--- config.mk ---
export PLATFORM = sky130hd
export DESIGN_NAME = rf_wr_arbiter
export DESIGN_NICKNAME = d
export VERILOG_FILES = /design/src/rtl/rf_pkg.sv /design/src/rtl/rr_arb2.sv /design/src/rtl/rf_wr_arbiter.sv
export SDC_FILE = /design/constraint.sdc
export NUM_CORES = 1
export LEC_CHECK = 0
export CORE_MARGIN = 2
export CORE_UTILIZATION = 25
export CTS_BUF_LIST = sky130_fd_sc_hd__clkbuf_16
export CTS_CLUSTER_SIZE = 20
export DETAILED_ROUTE_END_ITERATION = 10
export PLACE_DENSITY_LB_ADDON = 0.05
export SLEW_MARGIN = 20
export SYNTH_ARGS = -nofsm -noshare
export SYNTH_HDL_FRONTEND = slang
export SYNTH_SLANG_ARGS = --single-unit
--- constraint.sdc ---
create_clock -name clk -period 3.6 [get_ports clk]
set_clock_uncertainty 0.1 [all_clocks]
set_input_delay 0.54 -clock clk [delete_from_list [all_inputs] [get_ports clk]]
set_output_delay 0.54 -clock clk [all_outputs]
set_load 0.01 [all_outputs]
--- src/rtl/rf_pkg.sv ---
// Shared types and constants for the register-file write arbiter.
package rf_pkg;

    localparam int unsigned DATA_W_DEFAULT = 64;
    localparam int unsigned ADDR_W_DEFAULT = 5;
    // Writes to this index are accepted but never reach the register file.
    localparam int unsigned ZERO_REG       = 31;

    // Bit positions of each requester in the req/gnt vectors.
    localparam int unsigned GNT_ALU = 0;
    localparam int unsigned GNT_MEM = 1;

    typedef enum logic {
        StIdle = 1'b0,
        StLock = 1'b1
    } arbState_t;

endpackage

--- src/rtl/rr_arb2.sv ---
// Two-way round-robin decision: a lone requester wins, a tie goes to the
// requester that was not granted most recently.
module rr_arb2 (
    input  logic [1:0] req,
    input  logic       last,   // 1: requester 1 was granted most recently
    output logic [1:0] gnt
);

    // Grant decode from request pair and last-grant pointer.
    always_comb begin
        gnt = 2'b00;
        unique case (req)
            2'b01:   gnt = 2'b01;
            2'b10:   gnt = 2'b10;
            2'b11:   gnt = last ? 2'b01 : 2'b10;
            default: gnt = 2'b00;
        endcase
    end

endmodule

--- src/rtl/rf_wr_arbiter.sv ---
// Arbitrates ALU and load-unit writebacks onto the single register-file write
// port. Load pairs (mem_lock) hold the port for the load unit until the final
// beat is accepted.
module rf_wr_arbiter
    import rf_pkg::*;
#(
    parameter int unsigned DATA_W = DATA_W_DEFAULT,
    parameter int unsigned ADDR_W = ADDR_W_DEFAULT
) (
    input  logic              clk,
    input  logic              rst_n,
    input  logic              alu_valid,
    input  logic [ADDR_W-1:0] alu_rd,
    input  logic [DATA_W-1:0] alu_data,
    output logic              alu_ready,
    input  logic              mem_valid,
    input  logic [ADDR_W-1:0] mem_rd,
    input  logic [DATA_W-1:0] mem_data,
    input  logic              mem_lock,
    output logic              mem_ready,
    output logic [ADDR_W-1:0] Rd,
    output logic              enable_registros,
    output logic [DATA_W-1:0] dataWrite,
    output logic              busy
);

    localparam logic [ADDR_W-1:0] ZeroRegIdx = ADDR_W'(ZERO_REG);

    arbState_t  stateQ;
    logic       lastMemQ;   // 1: mem was granted most recently
    logic [1:0] req;
    logic [1:0] gnt;

    assign req = {mem_valid, alu_valid};

    rr_arb2 uArb (
        .req  (req),
        .last (lastMemQ),
        .gnt  (gnt)
    );

    // Ready decode: round-robin in IDLE, load unit owns the port in LOCK.
    always_comb begin
        alu_ready = 1'b0;
        mem_ready = 1'b0;
        if (stateQ == StLock) begin
            mem_ready = mem_valid;
        end else begin
            alu_ready = gnt[GNT_ALU];
            mem_ready = gnt[GNT_MEM];
        end
    end

    assign busy = (stateQ == StLock);

    // State, last-grant pointer and registered write port. Rd/dataWrite only
    // change alongside a real write so they always show the last write issued.
    always_ff @(posedge clk or negedge rst_n) begin
        if (!rst_n) begin
            stateQ           <= StIdle;
            lastMemQ         <= 1'b1;
            enable_registros <= 1'b0;
            Rd               <= '0;
            dataWrite        <= '0;
        end else begin
            enable_registros <= 1'b0;
            if (alu_ready) begin
                lastMemQ <= 1'b0;
                if (alu_rd != ZeroRegIdx) begin
                    enable_registros <= 1'b1;
                    Rd               <= alu_rd;
                    dataWrite        <= alu_data;
                end
            end else if (mem_ready) begin
                lastMemQ <= 1'b1;
                stateQ   <= mem_lock ? StLock : StIdle;
                if (mem_rd != ZeroRegIdx) begin
                    enable_registros <= 1'b1;
                    Rd               <= mem_rd;
                    dataWrite        <= mem_data;
                end
            end
        end
    end

endmodule
==> flow_summary.json <==
{
  "fmax_ghz": 0.392,
  "endpoint_kind": "output pin",
  "synth_top_family_by_area": "multiplexers",
  "tritoncts": "yes",
  "r2r_start": "busy",
  "die_y_um": 128,
  "drive_gt1_share_pct": 35.1,
  "ir_drop_mv": 0.216,
  "power_density_nw_per_um2": 498,
  "remaining_drc_errors": 0,
  "first_pass_iters": 4,
  "start_util_pct": 25.4,
  "synth_simple_gate_area_share_pct": 1.20,
  "numCtsBuffers": 9,
  "worst-path-buf-inv": 3,
  "clockRootBuffer": "clkbuf_16",
  "instances_no_fill": 649,
  "slew_violations": 0,
  "synth_fa_ha_area_share_pct": 0,
  "cts.sinks": 72,
  "final_util_pct": 42.3,
  "synthXorXnorAreaFrac_pct": 0,
  "worst-setup-path-type": "input pin to output pin",
  "rows": 45,
  "cts_repair_resize_count": 0,
  "dp.cells": 633,
  "hold_ws_ns": 0.260,
  "vias": 2746,
  "nNetsFinal": 599,
  "path_delay_family": "buffers and inverters",
  "register_area_sq_um": 1800,
  "yosys_warnings": 0,
  "reg2reg_to": "dataWrite[36]",
  "synth_common_cells": "dfrtp_1, mux2_2, mux2_4",
  "cts_setup_buffers": 0,
  "io_buffers": 215,
  "setup_tns_ns": 0,
  "holdBufCountCts": 0,
  "totalWireLength_um": 10600,
  "synth.distinct_cells": 15,
  "tightest_slew_ns": 0.966,
  "status": "complete, no violations",
  "grt_overflow": 0,
  "async_flop_share_pct": 100,
  "antenna_found_initial": 0,
  "period_minus_slack_ns": 2.55,
  "cp_slowest_cell": "clkdlybuf4s50_1",
  "seq_area_frac_synth_pct": 46.9,
  "start_kind": "input pin",
  "ios": 216,
  "rr_worst_depth": 5,
  "gp_congestion": 0.675,
  "cts_buffer_depth": 2,
  "synth_top_flop_cell": "dfrtp_1",
  "slowest_delay_ns": 0.53,
  "finalSetupViolCount": 0,
  "hold_viol_final": 0,
  "multi_input_area_sq_um": 1920,
  "synth.cell_area_sq_um": 3850,
  "ant_nets": 0,
  "die_w_um": 128,
  "relSlewSlack_pct": 35.6,
  "crit_chain": "clkdlybuf4s50_1 -> nor2b_4 -> a21o_2 -> inv_1 -> clkdlybuf4s50_1",
  "clk_pin_slew_ns": 0.06,
  "finalCritPeriodShare_pct": 70.9,
  "ys_ff_latch": 72,
  "r2r_slack_ns": 1.59,
  "synthMuxAreaShare_pct": 47.4,
  "startpoint": "alu_valid",
  "diodes": 0,
  "grt_pass1_vias": 3016,
  "drtIter0Drc": 58,
  "syn-num-nets": 383,
  "synth_compound_area_share_pct": 1.17,
  "avgViaCountPerCell": 4.23,
  "grt_max_degree": 73,
  "yosysMostFrequentCell": "dfrtp_1",
  "worstPathRequired_ns": 2.96,
  "drt-wirelength-per-cell_um": 16.3,
  "avgSynthCellArea_sq_um": 16.0,
  "syn_inst": 240,
  "critPathMaxFanout": 3,
  "grt_use_total_pct": 13.1,
  "rsz0062_at_grt": "no",
  "worst-path-stages": 5,
  "dp_hpwl_um": 7320,
  "core_sq_um": 15100,
  "dieArea_sq_um": 16400,
  "area_delta_synth_final_pct": 66.7,
  "ys_top_cells_by_area": "dfrtp_1, mux2_4, mux2_2",
  "post-synth-top-area-cell": "dfrtp_1",
  "grt_pass1_wl_um": 16300,
  "min_path_type": "input pin to async pin",
  "path_common_cell": "clkdlybuf4s50_1",
  "clk_latency_ns": 0.33,
  "htree_levels": 3,
  "synth_edf_count": 0,
  "arrival_ns": 1.91,
  "fillCellCount": 1447,
  "maxCapViolCount": 0,
  "critPathCapture": "mem_ready",
  "leakage_nw": 2.75,
  "yosys.area.top_type_share_pct": 46.2
}
-- where the power goes --
group / internal, mW / switching [mW]
logic: 0.859 / 0.417
clock network: 0.454 / 0.340
registers: 1.01 / 0.112
total: 2.32 / 0.869
-- flip-flops by register name, summed over array words and instances (netlist names) --
register / cells
dataWrite: 64
enable_registros: 1
busy: 1
lastMemQ: 1
Rd: 5
-- cell usage in the layout, fill, tap and decap left out, drive strengths merged --
master	count
a21o	1
buf	5
clkbuf	9
clkdlybuf4s50	214
clkinv	5
dfrtp	71
dfstp	1
inv	5
mux2	139
nand2	2
nand3	2
nor2	4
nor2b	1
o21ai	1
o22ai	1
-- cells by family after synthesis --
| kind of cell | Yosys count |
|---|---|
| AOI/OAI and AO/OA | 3 |
| buffers and inverters | 17 |
| DFF | 72 |
| muxes | 139 |
| and+or+nand+nor | 9 |
-- layout make-up --
type,instances,area share (%)
Timing Repair Buffer,219,34.2
Clock inverter,7,0.488
Inverter,3,0.176
Sequential cell,72,28.1
Tap cell,188,3.67
Clock buffer,9,3.51
Multi-Input combinational cell,151,29.9
-- how the worst min path moves through the flow --
stage	endpoint	startpoint	slack (ns)	depth (start not counted)
3_3_place_gp	dataWrite[61]	dataWrite[61]	0.39	1
6_report	dataWrite[48]	rst_n	0.26	1
4_1_cts	dataWrite[48]	rst_n	0.31	1
5_1_grt	dataWrite[48]	rst_n	0.35	1
2_1_floorplan	Rd[0]	rst_n	0.14	0
3_5_place_dp	dataWrite[26]	dataWrite[26]	0.39	1
-- worst register-to-register path: cells and delay by family, from the launching register on --
kind | cells | cell delay [ns]
buffers and inverters | 1 | 0.53
flip-flops | 1 | 0.42
multiplexers | 1 | 0.39
AO/OA/AOI/OAI | 2 | 0.30
AND/OR/NAND/NOR | 1 | 0.16
-- routing by layer --
metal	vias up	global-route usage (%)	share of wire, %
met2	134	20.9	45
li1	1297	-	-
met5	-	0	0
met1	1302	15.8	45
met3	13	4.88	9.1
met4	0	6.08	1.8
-- stage by stage --
step / area, sq um / total power [mW] / setup WS [ns]
3_5_place_dp: 6160 / 2.43 / 0.811
3_3_place_gp: 6160 / 2.43 / 0.833
2_1_floorplan: 3850 / 1.77 / 1.71
4_1_cts: 6410 / 3.26 / 1.04
5_1_grt: 6410 / 3.38 / 0.967
6_report: 6410 / 3.19 / 1.05
No activity file was read; power rests on OpenSTA's default activity.
